**config.mk**
```make
export PLATFORM = sky130hd
export DESIGN_NAME = hwag_angle_step
export DESIGN_NICKNAME = d
export VERILOG_FILES = /design/src/rtl/hwag_angle_step.sv
export SDC_FILE = /design/constraint.sdc
export NUM_CORES = 1
export LEC_CHECK = 0
export ABC_AREA = 1
export BUFFER_PORTS_ARGS = -buffer_cell sky130_fd_sc_hd__buf_2
export CAP_MARGIN = 20
export CORE_UTILIZATION = 53
export DETAILED_ROUTE_END_ITERATION = 6
export GPL_TIMING_DRIVEN = 0
export PLACE_DENSITY_LB_ADDON = 0.05
export SLEW_MARGIN = 20
export SYNTH_ARGS = -nofsm -noshare
export SYNTH_HDL_FRONTEND = slang
export SYNTH_SLANG_ARGS = --single-unit
```
**constraint.sdc**
```tcl
create_clock -name clk_i -period 1.8 [get_ports clk_i]
set_input_delay 0.09 -clock clk_i [delete_from_list [all_inputs] [get_ports clk_i]]
set_output_delay 0.09 -clock clk_i [all_outputs]
set_load 0.01 [all_outputs]
```
**src/rtl/hwag_angle_step.sv**
```systemverilog
// Angle step generator: splits each crank tooth interval into 2^STEP_SHIFT
// fine steps timed from the previous tooth period.
module hwag_angle_step #(
  parameter int PCNT_WIDTH = 24,
  parameter int TCNT_WIDTH = 8,
  parameter int STEP_SHIFT = 6,
  parameter int GAP_MULT   = 3
) (
  input  logic                             clk_i,
  input  logic                             rst_ni,
  input  logic                             start_i,
  input  logic                             edge_i,
  input  logic [TCNT_WIDTH-1:0]            tcnt_i,
  input  logic [PCNT_WIDTH-1:0]            period_i,
  input  logic                             gap_i,
  output logic [TCNT_WIDTH+STEP_SHIFT-1:0] acnt_o,
  output logic                             tick_o,
  output logic                             stall_o,
  output logic                             running_o
);

  localparam int AW = TCNT_WIDTH + STEP_SHIFT;
  localparam int SW = STEP_SHIFT + 2;
  localparam int TW = PCNT_WIDTH - STEP_SHIFT;
  localparam logic [SW-1:0] LIM_NORM = SW'((1 << STEP_SHIFT) - 1);
  localparam logic [SW-1:0] LIM_GAP  = SW'(GAP_MULT * (1 << STEP_SHIFT) - 1);

  typedef enum logic [1:0] {
    IDLE = 2'd0,
    RUN  = 2'd1,
    HOLD = 2'd2
  } state_t;

  state_t          state_q, state_d;
  logic [AW-1:0]   acnt_q, acnt_d;
  logic [SW-1:0]   sub_q, sub_d;
  logic [SW-1:0]   limit_q, limit_d;
  logic [TW-1:0]   timer_q, timer_d;
  logic [TW-1:0]   step_per_q, step_per_d;
  logic            tick_q, tick_d;
  logic            stall_q, stall_d;
  logic            running_q, running_d;

  logic [TW-1:0]   per_shift_s;
  logic [TW-1:0]   step_per_new_s;

  // A period shorter than one step would give a zero step length; clamp to 1 clk.
  assign per_shift_s    = period_i[PCNT_WIDTH-1:STEP_SHIFT];
  assign step_per_new_s = (per_shift_s == {TW{1'b0}}) ? TW'(1) : per_shift_s;

  // Next-state and output decode; start has priority over edge, edge over stepping.
  always_comb begin
    state_d    = state_q;
    acnt_d     = acnt_q;
    sub_d      = sub_q;
    limit_d    = limit_q;
    timer_d    = timer_q;
    step_per_d = step_per_q;
    tick_d     = 1'b0;
    stall_d    = stall_q;
    running_d  = running_q;

    if (!start_i) begin
      state_d   = IDLE;
      acnt_d    = {AW{1'b0}};
      sub_d     = {SW{1'b0}};
      timer_d   = {TW{1'b0}};
      stall_d   = 1'b0;
      running_d = 1'b0;
    end else if (edge_i) begin
      state_d    = RUN;
      acnt_d     = {tcnt_i, {STEP_SHIFT{1'b0}}};
      sub_d      = {SW{1'b0}};
      timer_d    = {TW{1'b0}};
      step_per_d = step_per_new_s;
      limit_d    = gap_i ? LIM_GAP : LIM_NORM;
      stall_d    = 1'b0;
      running_d  = 1'b1;
    end else begin
      case (state_q)
        RUN: begin
          if ((timer_q == (step_per_q - TW'(1))) && (sub_q < limit_q)) begin
            timer_d = {TW{1'b0}};
            sub_d   = sub_q + SW'(1);
            acnt_d  = acnt_q + AW'(1);
            tick_d  = 1'b1;
            if ((sub_q + SW'(1)) == limit_q) begin
              state_d = HOLD;
              stall_d = 1'b1;
            end else begin
              state_d = RUN;
            end
          end else begin
            timer_d = timer_q + TW'(1);
          end
        end
        HOLD: begin
          stall_d = 1'b1;
        end
        IDLE: begin
          running_d = 1'b0;
        end
        default: begin
          state_d   = IDLE;
          acnt_d    = {AW{1'b0}};
          sub_d     = {SW{1'b0}};
          timer_d   = {TW{1'b0}};
          stall_d   = 1'b0;
          running_d = 1'b0;
        end
      endcase
    end
  end

  // State and output registers.
  always_ff @(posedge clk_i or negedge rst_ni) begin
    if (!rst_ni) begin
      state_q    <= IDLE;
      acnt_q     <= {AW{1'b0}};
      sub_q      <= {SW{1'b0}};
      limit_q    <= {SW{1'b0}};
      timer_q    <= {TW{1'b0}};
      step_per_q <= {TW{1'b0}};
      tick_q     <= 1'b0;
      stall_q    <= 1'b0;
      running_q  <= 1'b0;
    end else begin
      state_q    <= state_d;
      acnt_q     <= acnt_d;
      sub_q      <= sub_d;
      limit_q    <= limit_d;
      timer_q    <= timer_d;
      step_per_q <= step_per_d;
      tick_q     <= tick_d;
      stall_q    <= stall_d;
      running_q  <= running_d;
    end
  end

  assign acnt_o    = acnt_q;
  assign tick_o    = tick_q;
  assign stall_o   = stall_q;
  assign running_o = running_q;

endmodule
```
## Word level (Yosys, flattened, before mapping)

Index checks and enable logic that the tools add are counted.

- Logic and storage cells: 62
- Flip-flop bits (word level): 71

- Reduce and logical (&&, ||, !) cells: 8
- Magnitude comparators: 1
- Muxes and demuxes: 31
- Eq/ne operators: 9
- Add/subtract/negate cells: 4

Operators with widths:

| kind | count |
|---|---|
| 18-bit two-way mux | 4 |
| 14-bit two-way mux | 3 |
| 18-bit case mux with 2 select lines | 1 |
| 8-bit two-way mux | 4 |
| 14-bit case mux with 2 select lines | 1 |
| 18-bit by 1-bit adder with 18-bit output, second input constant | 1 |
| 18-bit equality test | 1 |
| 18-bit logical NOT | 1 |
| 18-bit by 1-bit subtractor with 18-bit output, second input constant | 1 |
| 8-bit case mux with 2 select lines | 1 |
| 14-bit by 1-bit adder with 14-bit output, second input constant | 1 |
| 1-bit two-way mux | 11 |
| 8-bit by 1-bit adder with 8-bit output, second input constant | 1 |
| 8-bit equality test | 1 |
| 8-bit < comparator | 1 |
| 2-bit two-way mux | 4 |
| 4-bit inequality test, second input constant | 2 |
| 3-bit by 2-bit inequality test with 1-bit output, second input constant | 2 |
| 2-bit case mux with 2 select lines | 1 |
| 2-bit AND reduction | 2 |
| 2-bit OR reduction | 2 |
| 3-bit inequality test, second input constant | 1 |
| 1-bit case mux with 3 select lines | 1 |
| 3-bit AND reduction | 1 |
| other kinds (4) | 4 |

## Logic depth before layout (Yosys ltp)

- Depth in word-level cells: 7
- Depth in mapped cells: 17
- Mapped depth without buffers: 16

## Worst setup path before layout

Ideal clock, no wire load.

- Path type: register to register
- Start: register limit_q[5]
- End: register timer_q[11]
- Path slack: -219 ps
- Arrival time: 1,898 ps
- Path buffers: 1
- Cell stages (with the launch flop): 13
- Setup time: 121 ps
- Clock period less this slack: 2,019 ps
- Path through: dfrtp_1 > inv_1 > ha_1 > a211o_1 > inv_1 > a21boi_0 > nor2_1 > nand3_2 > nand2_2 > nand2_4 > inv_4 > buf_6 > nor2_1

- Word-level cells in the longest chain between the ends: 6

Ends and longest elaborated chain:

| item | RTL line | text |
|---|---|---|
| start, declared | 37 | `logic [SW-1:0] limit_q, limit_d;` |
| start signal, assigned | 121 | `limit_q <= {SW{1'b0}};` |
| start signal, assigned | 131 | `limit_q <= limit_d;` |
| 8-bit < comparator | 82 | `if ((timer_q == (step_per_q - TW'(1))) && (sub_q < limit_q)) begin` |
| 1-bit logical AND | 82 |  |
| 18-bit two-way mux | 82 |  |
| 18-bit case mux with 2 select lines | 80 | `case (state_q)` |
| 18-bit two-way mux | 70 | `end else if (edge_i) begin` |
| 18-bit two-way mux | 63 | `if (!start_i) begin` |
| end signal, assigned | 122 | `timer_q <= {TW{1'b0}};` |
| end signal, assigned | 132 | `timer_q <= timer_d;` |
| end, declared | 38 | `logic [TW-1:0] timer_q, timer_d;` |

Every way passes these cells.
A chain may end at the register's enable or synchronous reset.

## Final worst setup path

- Start: register step_per_q[1]
- End: register acnt_q[0] (netlist: acnt_o[0])

- Word-level cells in the longest chain between the ends: 5

Ends and longest elaborated chain:

| item | RTL line | text |
|---|---|---|
| start, declared | 39 | `logic [TW-1:0] step_per_q, step_per_d;` |
| start signal, assigned | 123 | `step_per_q <= {TW{1'b0}};` |
| start signal, assigned | 133 | `step_per_q <= step_per_d;` |
| 18-bit by 1-bit subtractor with 18-bit output | 82 |  |
| 18-bit equality test | 82 |  |
| 1-bit logical AND | 82 |  |
| 4-bit inequality test (no source line) | - |  |
| 2-bit AND reduction (no source line) | - |  |
| end signal, assigned | 119 | `acnt_q <= {AW{1'b0}};` |
| end signal, assigned | 129 | `acnt_q <= acnt_d;` |
| end, declared | 35 | `logic [AW-1:0] acnt_q, acnt_d;` |

Every way passes these cells.

==> flow_summary.toml <==
[grt]
grt_pass1_vias = 4334
gr-total-overflow = 0
antenna_found_initial = 0
grt_max_degree = 43
grt_pass1_wl_um = 20350
grt_usage = 0.3038

[synth]
yosysWarnings = 0
ys_ff_latch = 65
yosysUniqueCellTypes = 34
ys_seq_area_frac = 0.3645
syn-cell-area_sq_mm = 0.004463
synthCells = 653
synth_fp_nets = 704
synth.avg_cell_area_sq_um = 6.835

[sta]
grt_setup_unrepaired = "true"
finalWorstSetupSlack_ns = -0.3819
max-slew-margin-rel = 0.5692
hold_viol = 0
fmax_mhz = 458.3
setup_violations = 44
fin_crit_ns = 2.182
tns_ns = -15.14
worst_pin_slew_ns = 0.6463
fin_worst_skew_ns = 0.007057
period_share = 1.212
whs_ns = 0.009294
drv_slew = 0

[die]
core_area_sq_mm = 0.008175
ios = 54
die_area_sq_mm = 0.008792
rows = 33
die_height_um = 93.77
start_util = 0.5459
die_w_um = 93.77

[place]
place_inst = 806
hpwl_um = 8680
gp_congestion = 0.9106
portBuffers = 47

[clock_tree]
h-tree-depth = 3
cts_root_buffer = "clkbuf_8"
clkTransAtPathRegs_ns = 0.07
cts_made_buffers = 9
max-clock-path-buffers = 2
clk_latency_ns = 0.35
clkSinkCount = 65
cts_tree = "yes"

[worst_setup_path]
r2r-end = "acnt_o[0]"
rr_worst_depth = 14
crit_top_cell = "nand2_1"
crit_start = "step_per_q[1]"
r2r_setup_slack_ns = -0.38
cp.arrival_ns = 2.42
crit_required_ns = 2.04
crit_type = "reg -> reg"
cp_max_fo = 10
slowest_stage = "dfrtp_1"
cp_cell_sequence = "inv_2 -> ha_4 -> xnor2_1 -> nor2_1 -> nand2_1 -> nor2_2 -> nand3_1 -> nor2_2 -> nand3_4 -> nand2_4 -> nand2_8 -> buf_8 -> nand2_1 -> nand2_1"
startpoint_type = "register"
r2r_start = "step_per_q[1]"
critical_path.max_stage_delay_ns = 0.41
endpoint_kind = "register"

[worst_hold_path]
min-delay-path-class = "in -> reg"
hold_end = "step_per_q[7]"
holdPathStages = 3
hp-start = "period_i[13]"

[detailed_routing]
drt-initial-drc-count = 230
wl_per_cell_um = 14.36
ant_nets = 0
avgViaCountPerCell = 5.246
num_vias = 4543
dr.pass1.iters = 7
drc_errors = 2
totalWireLength_um = 12440

[layout]
area_delta_synth_final_pct = 29.16
antenna_cells = 0
drive_gt1_frac = 0.2129
stdcell_count = 866
fin_nets = 807

[power]
finalPower_uw = 3970
vdd_ir_drop_max_mv = 0.5348
power_leakage_uw = 0.002855
power_density_mw_per_mm2 = 688.6

[outcome]
violations = "DRC, setup timing"
status = "finished with violations"

[job]
maxCapViolCount = 0
-- how the worst max path moves through the flow --
stage                        to  slack, ns  cells past startpoint
floorplan           timer_q[11]      -0.12                     16
global placement       sub_q[1]      -0.58                     12
detailed placement    acnt_o[1]      -0.61                     12
CTS                   acnt_o[4]      -0.34                     18
global route          acnt_o[2]      -0.51                     16
finish                acnt_o[0]      -0.38                     14
-- logic make-up after synthesis --
group / count (synthesis) / synth area share
simple gates: 410 / 0.4003
compound gates: 48 / 0.06112
xor+xnor: 24 / 0.05018
fa+ha+maj: 14 / 0.03925
buf+inv: 92 / 0.08466
flops: 65 / 0.3645
-- layer usage --
layer | vias up | global-route usage | wire length [um]
met5 | - | 0 | 0
met4 | 0 | 0.1308 | 320
met3 | 23 | 0.04450 | 541
met2 | 126 | 0.5255 | 6317
met1 | 2094 | 0.3757 | 5260
li1 | 2300 | - | -
-- area by class of cell --
type                            count  area [sq um]
Sequential cell                    65          1630
Buffer                             14         97.59
Multi-Input combinational cell    496          2691
Fill cell                         663          2411
Clock inverter                      5         78.83
Inverter                           78         302.8
Timing Repair Buffer               92         690.7
Clock buffer                       11         141.4
Tap cell                          105         131.4
-- critical path, delay by kind of cell (launching register included) --
kind | cells | cell delay, ns
xor gates and xnor gates | 1 | 0.12
adders and majority gates | 1 | 0.20
and+or+nand+nor | 10 | 1.10
buffers and inverters | 2 | 0.25
DFF | 1 | 0.41
-- power by group --
group	internal [uW]	total [uW]	leakage (uW)	switching (uW)
clock network	816	1390	0.000113	578
registers	1540	1640	0.000858	102
logic	396	933	0.00188	537
-- through the flow --
step / instance area, sq um / utilization / setup slack [ns]
2_1_floorplan: 4513 / - / -0.1219
5_1_grt: 5764 / 0.7051 / -0.5078
3_3_place_gp: 4880 / 0.5969 / -0.5842
4_1_cts: 5718 / 0.6994 / -0.3385
6_report: 5764 / 0.7051 / -0.3819
3_5_place_dp: 4902 / 0.5996 / -0.6102
-- cell usage in the layout (no fill, tap or decap), types with 2 or more instances in the layout --
| cell type | n |
|---|---|
| clkbuf_8 | 10 |
| ha_4 | 2 |
| bufinv_16 | 2 |
| buf_16 | 2 |
| xor2_1 | 16 |
| inv_1 | 72 |
| nand2_2 | 9 |
| ha_2 | 2 |
| dfrtp_2 | 3 |
| nor3_2 | 2 |
| a21oi_1 | 8 |
| dfrtp_1 | 62 |
| nor2_1 | 50 |
| nand3b_1 | 7 |
| nand4_1 | 21 |
| ha_1 | 10 |
| nand2_1 | 215 |
| o21ai_1 | 2 |
| nand2_4 | 2 |
| nor2_2 | 14 |
| clkinv_2 | 2 |
| dlygate4sd3_1 | 16 |
| buf_4 | 22 |
| nand3_1 | 48 |
| nor3_1 | 9 |
| buf_6 | 7 |
| o21ai_0 | 27 |
| xnor2_1 | 6 |
| nor4_1 | 9 |
| nor2_4 | 10 |
| buf_8 | 3 |
| o21bai_1 | 4 |
| and2_1 | 2 |
| or2_2 | 3 |
| nand3_2 | 7 |
| buf_2 | 46 |
| clkbuf_1 | 10 |
| inv_2 | 4 |
-- repair_timing --
action,4_1_cts,5_1_grt
resized for setup,59,10
cloned,3,0
pin swaps,27,3
setup endpoints to repair,44,44
setup buffers,23,2
endpoints found under the hold margin,80,0
hold buffers,16,0
-- state kept, by name, summed over array words and instances, names as in the netlist --
name and count:
sub_q 8, state_q 2, step_per_q 18, tick_o 1, acnt_o 14, timer_q 18
stall_o 1, limit_q 2, running_o 1
-- cell usage after synthesis (all sizes together) --
cell    instances  share of area
a211o           1         0.0020
a21boi          1         0.0017
a21oi           8         0.0090
a22o            1         0.0020
a22oi           2         0.0034
and2            2         0.0028
buf             5          0.011
clkbuf          9         0.0076
dfrtp          65           0.36
ha             14          0.039
inv            78          0.066
nand2         227           0.19
nand3          56          0.064
nand3b          7          0.012
nand4          21          0.029
nor2           74          0.069
nor3           11          0.012
nor4            9          0.013
o21ai          30          0.034
o21bai          4         0.0067
o221ai          1         0.0020
or2             3         0.0042
xnor2           6          0.012
xnor3           1         0.0050
xor2           17          0.033
(Power assumes the default switching activity.)
